[src/rtl/sbox_seq_ctrl.sv]
// Time-multiplexes one shared DES S-box lookup across S1..S8 for a 48-bit operand.
// Define SBOX_SEQ_PIPE_EN to register sbox_out before capture (adds one RUN cycle).
module sbox_seq_ctrl #(
    parameter int NUM_BOX = 8,
    parameter int ID_BASE = 1
) (
    input  logic        clk,
    input  logic        rst_n,
    input  logic        flush,
    input  logic        in_valid,
    output logic        in_ready,
    input  logic [47:0] in_data,
    output logic [5:0]  sbox_in,
    output logic [3:0]  sbox_id,
    input  logic [3:0]  sbox_out,
    output logic        out_valid,
    input  logic        out_ready,
    output logic [31:0] out_data,
    output logic        busy
);

    typedef enum logic [1:0] {
        IDLE = 2'd0,
        RUN  = 2'd1,
        DONE = 2'd2
    } state_t;

    localparam logic [2:0] LAST_IDX = 3'(NUM_BOX - 1);

    state_t          state_q, state_d;
    logic [7:0][5:0] operand_q, operand_d;
    logic [2:0]      idx_q, idx_d;
    logic [7:0][3:0] out_data_q, out_data_d;
    logic            out_valid_q, out_valid_d;
    logic            in_ready_q, in_ready_d;
    logic            busy_q, busy_d;
    logic            issue;

`ifdef SBOX_SEQ_PIPE_EN
    logic [3:0]      pipe_nib_q, pipe_nib_d;
    logic [2:0]      pipe_idx_q, pipe_idx_d;
    logic            pipe_vld_q, pipe_vld_d;
    logic            issued_all_q, issued_all_d;
`endif

    // Chunk/nibble index 0 maps to the most significant slice (S1).
    always_comb begin
`ifdef SBOX_SEQ_PIPE_EN
        issue = (state_q == RUN) && !issued_all_q;
`else
        issue = (state_q == RUN);
`endif
        sbox_in = 6'd0;
        sbox_id = 4'd0;
        if (issue) begin
            sbox_in = operand_q[3'd7 - idx_q];
            sbox_id = {1'b0, idx_q} + 4'(ID_BASE);
        end
    end

    always_comb begin
        state_d     = state_q;
        operand_d   = operand_q;
        idx_d       = idx_q;
        out_data_d  = out_data_q;
        out_valid_d = out_valid_q;
`ifdef SBOX_SEQ_PIPE_EN
        pipe_nib_d   = pipe_nib_q;
        pipe_idx_d   = pipe_idx_q;
        pipe_vld_d   = 1'b0;
        issued_all_d = issued_all_q;
`endif

        case (state_q)
            IDLE: begin
                if (in_valid && in_ready_q) begin
                    operand_d  = in_data;
                    idx_d      = 3'd0;
                    out_data_d = '0;
                    state_d    = RUN;
`ifdef SBOX_SEQ_PIPE_EN
                    issued_all_d = 1'b0;
`endif
                end
            end
            RUN: begin
`ifdef SBOX_SEQ_PIPE_EN
                if (issue) begin
                    pipe_nib_d = sbox_out;
                    pipe_idx_d = idx_q;
                    pipe_vld_d = 1'b1;
                    if (idx_q == LAST_IDX) begin
                        issued_all_d = 1'b1;
                    end else begin
                        idx_d = idx_q + 3'd1;
                    end
                end
                // Capture lags issue by one cycle; the last capture ends RUN.
                if (pipe_vld_q) begin
                    out_data_d[3'd7 - pipe_idx_q] = pipe_nib_q;
                    if (pipe_idx_q == LAST_IDX) begin
                        state_d     = DONE;
                        out_valid_d = 1'b1;
                    end
                end
`else
                out_data_d[3'd7 - idx_q] = sbox_out;
                if (idx_q == LAST_IDX) begin
                    state_d     = DONE;
                    out_valid_d = 1'b1;
                end else begin
                    idx_d = idx_q + 3'd1;
                end
`endif
            end
            DONE: begin
                if (out_ready) begin
                    state_d     = IDLE;
                    out_valid_d = 1'b0;
                end
            end
            default: begin
                state_d     = IDLE;
                out_valid_d = 1'b0;
            end
        endcase

        // Abort wins over every transition, including a same-cycle accept.
        if (flush) begin
            state_d     = IDLE;
            operand_d   = '0;
            idx_d       = 3'd0;
            out_data_d  = '0;
            out_valid_d = 1'b0;
`ifdef SBOX_SEQ_PIPE_EN
            pipe_nib_d   = 4'd0;
            pipe_idx_d   = 3'd0;
            pipe_vld_d   = 1'b0;
            issued_all_d = 1'b0;
`endif
        end

        in_ready_d = (state_d == IDLE);
        busy_d     = (state_d != IDLE);
    end

    always_ff @(posedge clk or negedge rst_n) begin
        if (!rst_n) begin
            state_q     <= IDLE;
            operand_q   <= '0;
            idx_q       <= 3'd0;
            out_data_q  <= '0;
            out_valid_q <= 1'b0;
            in_ready_q  <= 1'b0;
            busy_q      <= 1'b0;
`ifdef SBOX_SEQ_PIPE_EN
            pipe_nib_q   <= 4'd0;
            pipe_idx_q   <= 3'd0;
            pipe_vld_q   <= 1'b0;
            issued_all_q <= 1'b0;
`endif
        end else begin
            state_q     <= state_d;
            operand_q   <= operand_d;
            idx_q       <= idx_d;
            out_data_q  <= out_data_d;
            out_valid_q <= out_valid_d;
            in_ready_q  <= in_ready_d;
            busy_q      <= busy_d;
`ifdef SBOX_SEQ_PIPE_EN
            pipe_nib_q   <= pipe_nib_d;
            pipe_idx_q   <= pipe_idx_d;
            pipe_vld_q   <= pipe_vld_d;
            issued_all_q <= issued_all_d;
`endif
        end
    end

    assign in_ready  = in_ready_q;
    assign out_valid = out_valid_q;
    assign out_data  = out_data_q;
    assign busy      = busy_q;

endmodule

[config.mk]
export PLATFORM = sky130hd
export DESIGN_NAME = sbox_seq_ctrl
export DESIGN_NICKNAME = d
export VERILOG_FILES = /design/src/rtl/sbox_seq_ctrl.sv
export SDC_FILE = /design/constraint.sdc
export NUM_CORES = 1
export LEC_CHECK = 0
export BUFFER_PORTS_ARGS = -buffer_cell sky130_fd_sc_hd__clkbuf_2
export CORE_AREA = 2 2 102 104
export DETAILED_ROUTE_END_ITERATION = 10
export DIE_AREA = 0 0 104 106
export PLACE_DENSITY_LB_ADDON = 0.25
export SYNTH_ARGS = -nofsm -noshare
export SYNTH_HDL_FRONTEND = slang
export SYNTH_SLANG_ARGS = --single-unit
[constraint.sdc]
create_clock -name clk -period 1.55 [get_ports clk]
set_input_delay 0.155 -clock clk [delete_from_list [all_inputs] [get_ports clk]]
set_output_delay 0.155 -clock clk [all_outputs]
set_load 0.05 [all_outputs]
-- Yosys cells after proc, flatten, opt, wreduce, memory -nomap -nowiden
Cells that the tools add are included.
- reduce and logical (&&, ||, !) cells: 12
- order comparisons: 2
- add/subtract/negate cells: 3
- mux-type cells: 26
- eq/ne operators: 8
- operators by type and width (operator ; number):
    48-bit 2-to-1 mux ; 3
    32-bit 2-to-1 mux ; 2
    32-bit case mux with 2 select lines ; 1
    32-bit bitwise mux ; 1
    6-bit binary-select mux with 3-bit select ; 1
    4-bit demux with 3-bit select ; 1
    6-bit 2-to-1 mux ; 2
    3-bit 2-to-1 mux ; 3
    3-bit != test, second input constant ; 3
    2-bit 2-to-1 mux ; 4
    4-bit 2-to-1 mux ; 2
    2-bit case mux with 3 select lines ; 1
    3-bit case mux with 2 select lines ; 1
    3-bit AND reduction ; 2
    2-bit nonzero test ; 3
    3-bit by 1-bit adder with 4-bit output, second input constant ; 1
    2-bit zero test ; 2
    3-bit by 4-bit less-than comparator with 1-bit output, second input constant ; 1
    2-bit AND reduction ; 2
    3-bit by 1-bit adder with 3-bit output, second input constant ; 1
    3-bit equality test, second input constant ; 1
    3-bit by 1-bit greater-or-equal comparator with 1-bit output, second input constant ; 1
    1-bit 2-to-1 mux ; 3
    3-bit by 2-bit != test with 1-bit output, second input constant ; 1
    other kinds (7) ; 8
- input bits: 57
- logic and storage cells: 72
- output and inout port bits: 45
- register bits after elaboration: 88

-- Depth between registers and ports, before layout
Gate-level depths: netlist (run 1).
- depth in word-level cells: 8
- mapped depth: 6
- mapped depth without buffers: 6

-- Least setup slack after synthesis (run 1)
Ideal clock, no wire load.
- path type: flip-flop to output port
- start: register idx_q[0]
- end: output sbox_in[1]
- path buffers: 2
- slack: -0.928 ns
- required time: 1.395 ns
- cell stages (with the launch flop): 7
- arrival: 2.323 ns
- cells stage by stage: dfrtp_1 buf_2 buf_2 nor2_2 a22oi_1 o21a_1 o31ai_1
- longest elaborated chain between the ends: 4
- RTL lines (item ; line ; text):
    start: declaration ; 32 ; logic [2:0] idx_q, idx_d;
    start signal: assignment ; 165 ; idx_q <= idx_d;
    3-bit subtractor ; 56 ; sbox_in = operand_q[3'd7 - idx_q];
    6-bit binary-select mux with 3-bit select ; 56 ;
    6-bit 2-to-1 mux (implied by the code) ; 56 ;
    6-bit 2-to-1 mux ; 55 ; if (issue) begin
    end: declaration ; 13 ; output logic [5:0] sbox_in,
Every way passes these cells. The select of a mux whose other input is x is not followed.

-- Worst setup path after layout (run 1)
- start: register idx_q[0]
- end: output sbox_in[4]
Same word-level chain as after synthesis.

==> results.cfg, run 1 <==
[synth]
avgSynthCellArea_sq_um = 12.63
ys_seq_area_frac = 0.5718
syn_nets = 364
synth_cell_types = 41
synth_xor_area_frac = 0
synth_seq_cells = 88
syn_inst = 305
netlist_top_cells_area = dfrtp_1 (57%), a22o_1 (19%), nor3_4 (2.1%)
syn_area_sq_um = 3851
synth_adder_area_share = 0.006498
ys_warn_count = 0
synth_mux_area_frac = 0.02859
yosysTopAreaCellShare = 0.5718
ys_async_sr_fraction = 1.000
synth_edf_count = 0
ys.flop_type = dfrtp_1
synth_top_family_by_area = compound AO/OA/AOI/OAI gates
synth_simple_gate_area_frac = 0.08187
synth_compound_area_frac = 0.2739
synth_top_area_cell = dfrtp_1

[flow_run]
maxCapViolCount = 0

[power_and_ir_drop]
vdd_drop_max_mv = 0.4880
fin_total_pwr_mw = 5.623
leakage_nw = 2.726
power_density_nw_per_um2 = 972.7

[floorplanning]
core_sq_um = 10000
rows = 37
initial_core_util = 0.3851
io_pins = 102
die_w_um = 104
die-area_sq_um = 11020
fp.dieH_um = 106

[layout]
final_core_util = 0.5781
final_net_count = 509
num_antenna_cells = 0
syn2layout_area_growth_pct = 50.10
fin_area_sq_um = 5781
multi_input_area_sq_um = 1883
regArea_sq_um = 2207
layout-drive-gt1-share = 0.5429
nFillCells = 866

[setup_path]
critPathCaptureType = output pin
required_ns = 1.39
worstSetupPathType = reg2out
crit_path_max_fanout = 6
critPathArrivalTime_ns = 1.91
crit_chain = buf_12 -> mux2_2 -> a22oi_2 -> a22o_1 -> a21oi_4 -> buf_12
timing.critical_path.mode_cell = buf_12
crit_family = compound AO/OA/AOI/OAI gates
critPathMaxStageDelay_ns = 0.43
cp_slowest_cell = dfrtp_2
critPathBufInv = 2
cp-start-kind = flip-flop

[detailed_routing]
vias_per_cell = 5.431
final_antenna_net_count = 0
drc = 0
drtIter0Drc = 211
wire_per_inst_um = 18.67
vias = 3210
drtPass1Iterations = 4
finalWirelength_mm = 11.03

[place]
gp_congestion = 0.8593
dp_hpwl_mm = 7.385
port_buffers = 101
placed_area_sq_um = 4935
place_ws_ns = -0.2352

[clock_network]
tritoncts = built
clock_latency_ns = 0.35
cts_sinks = 88
clockBufferDepth = 2
cts.clk_slew.worst_paths_ns = 0.09
cts_buffers = 9
cts_max_level = 3
root_buffer = clkbuf_8

[timing]
rsz0062_at_grt = yes
finalMaxSlewViolations = 0
worst_pin_slew_ns = 0.6372
fmax_mhz = 483.7
worst_clock_skew_ns = 0.007369
worst_slack_ns = -0.5175
finalSetupViolations = 30
relSlewSlack = 0.5742
post-route-period-util = 1.334
fin_crit_ns = 2.068
hold_viol = 0

[grt]
antenna_found_initial = 0
top_usage_layer = met2
grt_use_met3 = 0.03311
use_met1 = 0.2791
globalRouteMet2Util = 0.3106
grt_start_max_net_pins = 50
gr-total-overflow = 0
first_global_vias = 3162
grt_first_pass_wirelength_mm = 17.19
grt_usage = 0.1976

[hold_path]
hold_class = in2reg

[run_status]
status = finished with violations
violations = setup timing
-- logic make-up after synthesis --
| family | count (synthesis) |
|---|---|
| simple gates | 46 |
| flops | 88 |
| mux | 8 |
| fa+ha+maj | 2 |
| buf+inv | 31 |
| compound gates | 130 |
-- cell usage after synthesis (3+ instances only) --
cell type,instances
o21ai_0,3
a211oi_1,4
buf_1,6
a22o_1,83
a21oi_1,10
nor2_2,3
nand2_1,5
nor3_1,3
a22oi_1,8
inv_1,6
a211o_1,3
o31ai_1,3
mux2_2,4
o21a_1,3
nor2b_1,4
dfrtp_1,88
nor2_1,14
buf_2,7
a221oi_1,4
clkbuf_1,9
o21ai_1,4
nor3_4,5
-- routing by layer --
metal  share of wire  routed length (um)
met1            0.46                5026
met2            0.48                5286
met3           0.046                 512
met4           0.019                 208
met5               0                   0
-- where the power goes --
part	total (mW)	switching [mW]	internal, mW
Clock	1.99	0.819	1.17
Combinational	1.13	0.615	0.518
Sequential	2.50	0.0950	2.41
Total	5.62	1.53	4.09
-- cells in the final DEF (no fill, tap or decap), drive strengths merged, types with 2 or more instances in the layout --
cell type,n
nor3,8
nor4,2
nand2,5
a22oi,8
mux2i,2
a221oi,4
buf,65
dfrtp,88
nand2b,3
a22o,83
mux2,4
a21oi,10
o21a,3
or2,3
a211o,3
nor2b,4
ha,2
clkbuf,104
inv,6
o31ai,3
a211oi,4
nor2,18
bufinv,3
o21ai,9
mux4,2
-- path summary, 6_finish.rpt --
path | start | end | slack (ns) | cells past startpoint
setup / recovery | idx_q[0] | sbox_in[4] | -0.52 | 6
hold / removal | in_data[18] | operand_q[18] | 0.02 | 2
setup reg to reg | state_q[1] | idx_q[0] | -0.09 | 7
hold reg to reg | operand_q[47] | operand_q[47] | 0.50 | 1
max in group asynchronous | rst_n | operand_q[3] | 0.76 | 3
min in group asynchronous | rst_n | out_data[7] | 0.23 | 2
-- sequential cells by signal, summed over array words and instances (netlist names) --
register	count
busy	1
idx_q	3
in_ready	1
operand_q	48
out_data	32
out_valid	1
state_q	2
-- cell type report --
type                    instances  share of cell area
clock buffers                  12             0.02684
clock inverters                 4             0.01710
inverters                       6            0.005411
multi-input cells             187              0.3258
flip-flops and latches         88              0.3818
well taps                     136             0.02944
repair buffers                158              0.2136
-- through the flow --
step	instances	hold WS, ns	TNS, ns
after detailed placement	555	0.06864	-8.705
after floorplan	305	-0.1406	-0.5411
final	591	0.01801	-4.314
after global routing	591	0.009391	-6.855
after global placement	555	0.06039	-6.293
after CTS	580	0.002411	-4.377
-- repair_timing --
| action | CTS | global route |
|---|---|---|
| resized for setup | 57 | 45 |
| hold buffers | 1 | 0 |
| setup endpoints to repair | 79 | 64 |
| cloned | 2 | 1 |
| pin swaps | 19 | 32 |
| hold endpoints to repair | 28 | 0 |
| buffers inserted | 7 | 11 |
No activity file was read; power rests on OpenSTA's default activity.
==> run 2, diff against run 1 <==
--- a/config.mk
+++ b/config.mk
@@ -5,10 +5,12 @@
 export SDC_FILE = /design/constraint.sdc
 export NUM_CORES = 1
 export LEC_CHECK = 0
+export ABC_AREA = 1
 export BUFFER_PORTS_ARGS = -buffer_cell sky130_fd_sc_hd__clkbuf_2
-export CORE_AREA = 2 2 102 104
+export CORE_AREA = 2 2 107 109
 export DETAILED_ROUTE_END_ITERATION = 10
-export DIE_AREA = 0 0 104 106
+export DIE_AREA = 0 0 109 111
+export GPL_ROUTABILITY_DRIVEN = 0
 export PLACE_DENSITY_LB_ADDON = 0.25
 export SYNTH_ARGS = -nofsm -noshare
 export SYNTH_HDL_FRONTEND = slang
==> results.cfg, run 2 <==
[layout]
largest_reg_flops = 48
final_net_count = 740
fin_area_sq_um = 5961
layout_common_cells = nand2_1 (301), clkbuf_2 (90), dfrtp_1 (87)
syn2layout_area_growth_pct = 38.33
final_common_cell = nand2_1
max_flop_register = operand_q
layout-drive-gt1-share = 0.3280
num_antenna_cells = 0

[floorplanning]
die_w_um = 109
fp.dieH_um = 111
io_pins = 102
rows = 39
core_sq_um = 11080
initial_core_util = 0.3890
die-area_sq_um = 12100

[synth]
synth_seq_cells = 88
ys_seq_area_frac = 0.5110
ys.flop_type = dfrtp_1
syn_nets = 612
syn_area_sq_um = 4309
yosysTopAreaCellShare = 0.5110
syn_inst = 553
netlist_top_cells_area = dfrtp_1 (51%), nand2_1 (28%), o21ai_0 (5.8%)
yosysMostFrequentCell = nand2_1
ys_warn_count = 0
ys_async_sr_fraction = 1.000
synth_top_area_cell = dfrtp_1
synth_edf_count = 0
ys_top_cells_by_count = nand2_1 (325), dfrtp_1 (88), o21ai_0 (50), inv_1 (12), clkbuf_1 (10)
synth_cell_types = 23
avgSynthCellArea_sq_um = 7.792

[setup_path]
critPathCaptureType = output pin
r2r_cells = 8
required_ns = 1.39
timing.rr.end = out_data[18]
critPathArrivalTime_ns = 1.73
regToRegSetupSlack_ns = 0.02
cp-start-kind = flip-flop
crit_path_max_fanout = 5
crit-reg2reg-launch = idx_q[0]
worstSetupPathType = reg2out

[grt]
first_global_vias = 3916
gr-total-overflow = 0
grt_usage = 0.1942
grt_start_max_net_pins = 64
antenna_found_initial = 0
grt_first_pass_wirelength_mm = 18.63

[place]
placed_area_sq_um = 5225
port_buffers = 101
dp_hpwl_mm = 7.586

[power_and_ir_drop]
switching_share = 0.2932
power.switching_mw = 1.854
power_density_nw_per_um2 = 1061
leakage_nw = 3.159
pwr-share-seq = 0.412
p_comb_frac = 0.227
fin_total_pwr_mw = 6.324
cell_internal_pwr_mw = 4.470
clkPwrFrac = 0.361
vdd_drop_max_mv = 0.5559

[clock_network]
cts_buffers = 9
tritoncts = built
cts_max_level = 3
root_buffer = clkbuf_16
cts.clk_slew.worst_paths_ns = 0.06
clock_latency_ns = 0.34
cts_sinks = 88
clockBufferDepth = 2

[timing]
worst_pin_slew_ns = 0.3958
finalSetupViolations = 10
relSlewSlack = 0.7362
fmax_mhz = 530.2
setup_tns_ns = -2.368
hold_viol = 0
finalMaxSlewViolations = 0
post-route-period-util = 1.217
rsz0062_at_grt = yes
worst_clock_skew_ns = 0.007935
worst_slack_ns = -0.3361
fin_crit_ns = 1.886

[detailed_routing]
finalWirelength_mm = 10.95
drtIter0Drc = 216
wire_per_inst_um = 13.21
vias_per_cell = 4.662
final_antenna_net_count = 0
vias = 3865
drtPass1Iterations = 4
drc = 0

[run_status]
violations = setup timing
status = finished with violations

[flow_run]
maxCapViolCount = 0

[hold_path]
min_to = operand_q[33]
timing.hold.worst.start = in_data[33]
holdPathStages = 3
hold_class = in2reg
## run 2: cell type report
cell class	instances	area, sq um
flip-flops and latches	88	2203
multi-input cells	421	2034
clock buffers	11	232.7
fillers	1051	5116
repair buffers	145	1162
well taps	143	178.9
inverters	16	67.56
clock inverters	5	81.33
## run 2: worst max path at each step
stage,from,to,slack (ns)
CTS,idx_q[0],sbox_in[1],-0.28
detailed placement,idx_q[0],sbox_in[4],0.05
finish,idx_q[0],sbox_in[0],-0.34
floorplan,idx_q[0],idx_q[2],-0.16
global placement,idx_q[0],sbox_in[4],0.07
global route,idx_q[0],sbox_in[0],-0.40
## run 2: critical path, cell delays in order, from the launching register on
cell	delay [ns]
dfrtp_2	0.42
buf_6	0.16
clkbuf_16	0.15
nand2_1	0.05
nand2_1	0.06
nand2_1	0.05
nand2_1	0.09
nand2_2	0.07
a21oi_4	0.19
buf_12	0.16
## run 2: per-stage QoR
| stage | util | hold WS [ns] | instances | setup WS [ns] |
|---|---|---|---|---|
| after floorplan | - | -0.1406 | 553 | -0.1585 |
| after global placement | 0.4717 | 0.1043 | 793 | 0.06827 |
| after detailed placement | 0.4717 | 0.1118 | 793 | 0.04724 |
| after CTS | 0.5234 | 0.04217 | 820 | -0.2763 |
| after global routing | 0.5381 | 0.06976 | 829 | -0.3980 |
| final | 0.5381 | 0.04779 | 829 | -0.3361 |
## run 2: routing by layer
layer / wire [um] / vias to the layer above / track usage
met3: 668 / 12 / 0.04762
met2: 5289 / 113 / 0.3135
met5: 0 / - / 0
li1: - / 1980 / -
met4: 126 / 0 / 0.05128
met1: 4864 / 1760 / 0.2597
## run 2: logic make-up after synthesis
logic type               synth area share
buffers and inverters             0.05633
flip-flops                         0.5110
adder cells (fa/ha/maj)          0.005806
AO/OA/AOI/OAI                     0.08943
AND/OR/NAND/NOR                    0.3374
## run 2: repair_timing
| action | in CTS | in global routing |
|---|---|---|
| setup endpoints to repair | 10 | 73 |
| gates resized for setup | 35 | 26 |
| setup buffers | 9 | 8 |
| hold buffers | 1 | 0 |
| hold endpoints to repair | 25 | 0 |
| pin swaps | 15 | 22 |
| cloned | 2 | 1 |
## run 2: power by group through the flow
| stage | Clock [mW] | Combinational (mW) | Sequential (mW) |
|---|---|---|---|
| after floorplan | 0 | 0.761 | 2.68 |
| after global placement | 0 | 1.17 | 2.64 |
| after detailed placement | 0 | 1.19 | 2.64 |
| after CTS | 2.33 | 1.37 | 2.60 |
| after global routing | 2.42 | 1.59 | 2.63 |
| final | 2.28 | 1.43 | 2.61 |
==> run 3, diff against run 2 <==
--- a/config.mk
+++ b/config.mk
@@ -11,7 +11,7 @@
 export DETAILED_ROUTE_END_ITERATION = 10
 export DIE_AREA = 0 0 109 111
 export GPL_ROUTABILITY_DRIVEN = 0
-export PLACE_DENSITY_LB_ADDON = 0.25
+export PLACE_DENSITY = 0.7
 export SYNTH_ARGS = -nofsm -noshare
 export SYNTH_HDL_FRONTEND = slang
 export SYNTH_SLANG_ARGS = --single-unit
==> results.cfg, run 3 (same netlist as run 2, synthesis figures left out) <==
[run_status]
status = finished with violations
violations = setup timing

[timing]
finalSetupViolations = 10
hold_viol = 0
relSlewSlack = 0.7744
worst_pin_slew_ns = 0.3385
post-route-period-util = 1.254
worst_slack_ns = -0.3941
finalMaxSlewViolations = 0
setup_tns_ns = -2.717
worst_clock_skew_ns = 0.008407
whs_ns = 0.05572
fmax_mhz = 514.4
rsz0062_at_grt = yes
fin_crit_ns = 1.944

[floorplanning]
rows = 39
fp.dieH_um = 111
io_pins = 102
initial_core_util = 0.3890
die_w_um = 109
die-area_sq_um = 12100
core_sq_um = 11080

[grt]
grt_start_max_net_pins = 97
grt_first_pass_wirelength_mm = 18.77
first_global_vias = 4017
antenna_found_initial = 0
gr-total-overflow = 0
grt_usage = 0.1964

[flow_run]
maxCapViolCount = 0

[power_and_ir_drop]
switching_share = 0.3100
power.switching_mw = 1.951
p_comb_frac = 0.237
power_density_nw_per_um2 = 1048
vdd_drop_max_mv = 0.5000
clkPwrFrac = 0.345
leakage_nw = 3.153
cell_internal_pwr_mw = 4.341
pwr-share-seq = 0.417

[hold_path]
hold_class = in2reg
timing.hold.worst.start = in_data[5]

[layout]
layout-drive-gt1-share = 0.3382
layout_common_cells = nand2_1 (295), clkbuf_2 (90), dfrtp_1 (85)
num_antenna_cells = 0
final_common_cell = nand2_1
largest_reg_flops = 48
final_net_count = 737
syn2layout_area_growth_pct = 39.34
max_flop_register = operand_q
final_core_util = 0.5421
fin_cells = 826

[clock_network]
cts_max_level = 3
tritoncts = built
root_buffer = clkbuf_16
clockBufferDepth = 2
cts_sinks = 88
cts.clk_slew.worst_paths_ns = 0.06
cts_buffers = 9
clock_latency_ns = 0.34

[setup_path]
critPathCaptureType = output pin
worstSetupPathType = reg2out
crit_path_max_fanout = 5
startpoint = idx_q[0]
critPathArrivalTime_ns = 1.79
crit-reg2reg-launch = idx_q[0]
cp-start-kind = flip-flop
required_ns = 1.39

[detailed_routing]
drtIter0Drc = 263
finalWirelength_mm = 11.71
final_antenna_net_count = 0
wire_per_inst_um = 14.17
vias_per_cell = 4.851
drc = 0
drtPass1Iterations = 4
vias = 4007

[place]
dp_cells = 792
dp_hpwl_mm = 7.981
place_ws_ns = -0.03396
port_buffers = 101
==> run 3: cell types whose count changed in the layout (fill, tap and decap cells not counted), sizes merged <==
cell,before,now
inv,15,16
buf,53,47
clkbuf,102,103
clkinvlp,1,0
clkinv,3,6
bufinv,2,1
==> run 3: per-stage QoR <==
step | area, sq um | power [mW]
after floorplan | 4387 | 3.437
after global placement | 5255 | 3.829
after detailed placement | 5255 | 3.854
after CTS | 5826 | 6.209
after global routing | 6005 | 6.632
final | 6005 | 6.292
==> run 3: path summary, 6_finish.rpt <==
path,depth (start not counted),slack [ns],to
setup / recovery,9,-0.39,sbox_in[1]
hold / removal,3,0.06,operand_q[5]
setup reg to reg,9,-0.16,idx_q[2]
hold reg to reg,2,0.47,out_data[25]
max in group asynchronous,3,0.76,out_data[8]
min in group asynchronous,2,0.24,out_data[29]
==> run 3: worst max-delay path: stages (launching register included) <==
cell	delay, ns
dfrtp_2	0.43
buf_8	0.17
clkbuf_16	0.15
nand2_1	0.04
nand2_1	0.09
nand2_1	0.06
nand2_1	0.10
nand2_2	0.08
a21oi_4	0.18
buf_12	0.15
==> run 3: power by group through the flow <==
stage	logic [mW]	clock network, mW	registers [mW]
floorplan	0.761	0	2.68
global placement	1.18	0	2.65
detailed placement	1.21	0	2.65
CTS	1.38	2.22	2.61
global route	1.65	2.34	2.64
finish	1.49	2.17	2.62
==> run 3: area by class of cell <==
cell class | count | area [sq um]
sequential | 88 | 2206
tap | 143 | 178.9
clock inverter | 7 | 71.32
inverter | 16 | 67.56
fill | 990 | 5072
timing repair buffer | 142 | 1184
clock buffer | 9 | 225.2
multi-input combinational | 421 | 2072
==> run 3: routing by layer <==
metal,up-vias,GRT usage,share of wire
li1,1981,-,-
met2,136,0.3358,0.50
met3,12,0.04527,0.067
met1,1878,0.2470,0.42
met4,0,0.05214,0.011
met5,-,0,0
==> run 3: what timing repair did <==
item                                   in CTS  in global routing
pin swaps                                   8                 25
setup buffers                               9                  4
resized for setup                          34                 33
endpoints found under the hold margin      42                  0
hold buffers                                1                  0
setup endpoints to repair                  11                 17
cloned                                      2                  3
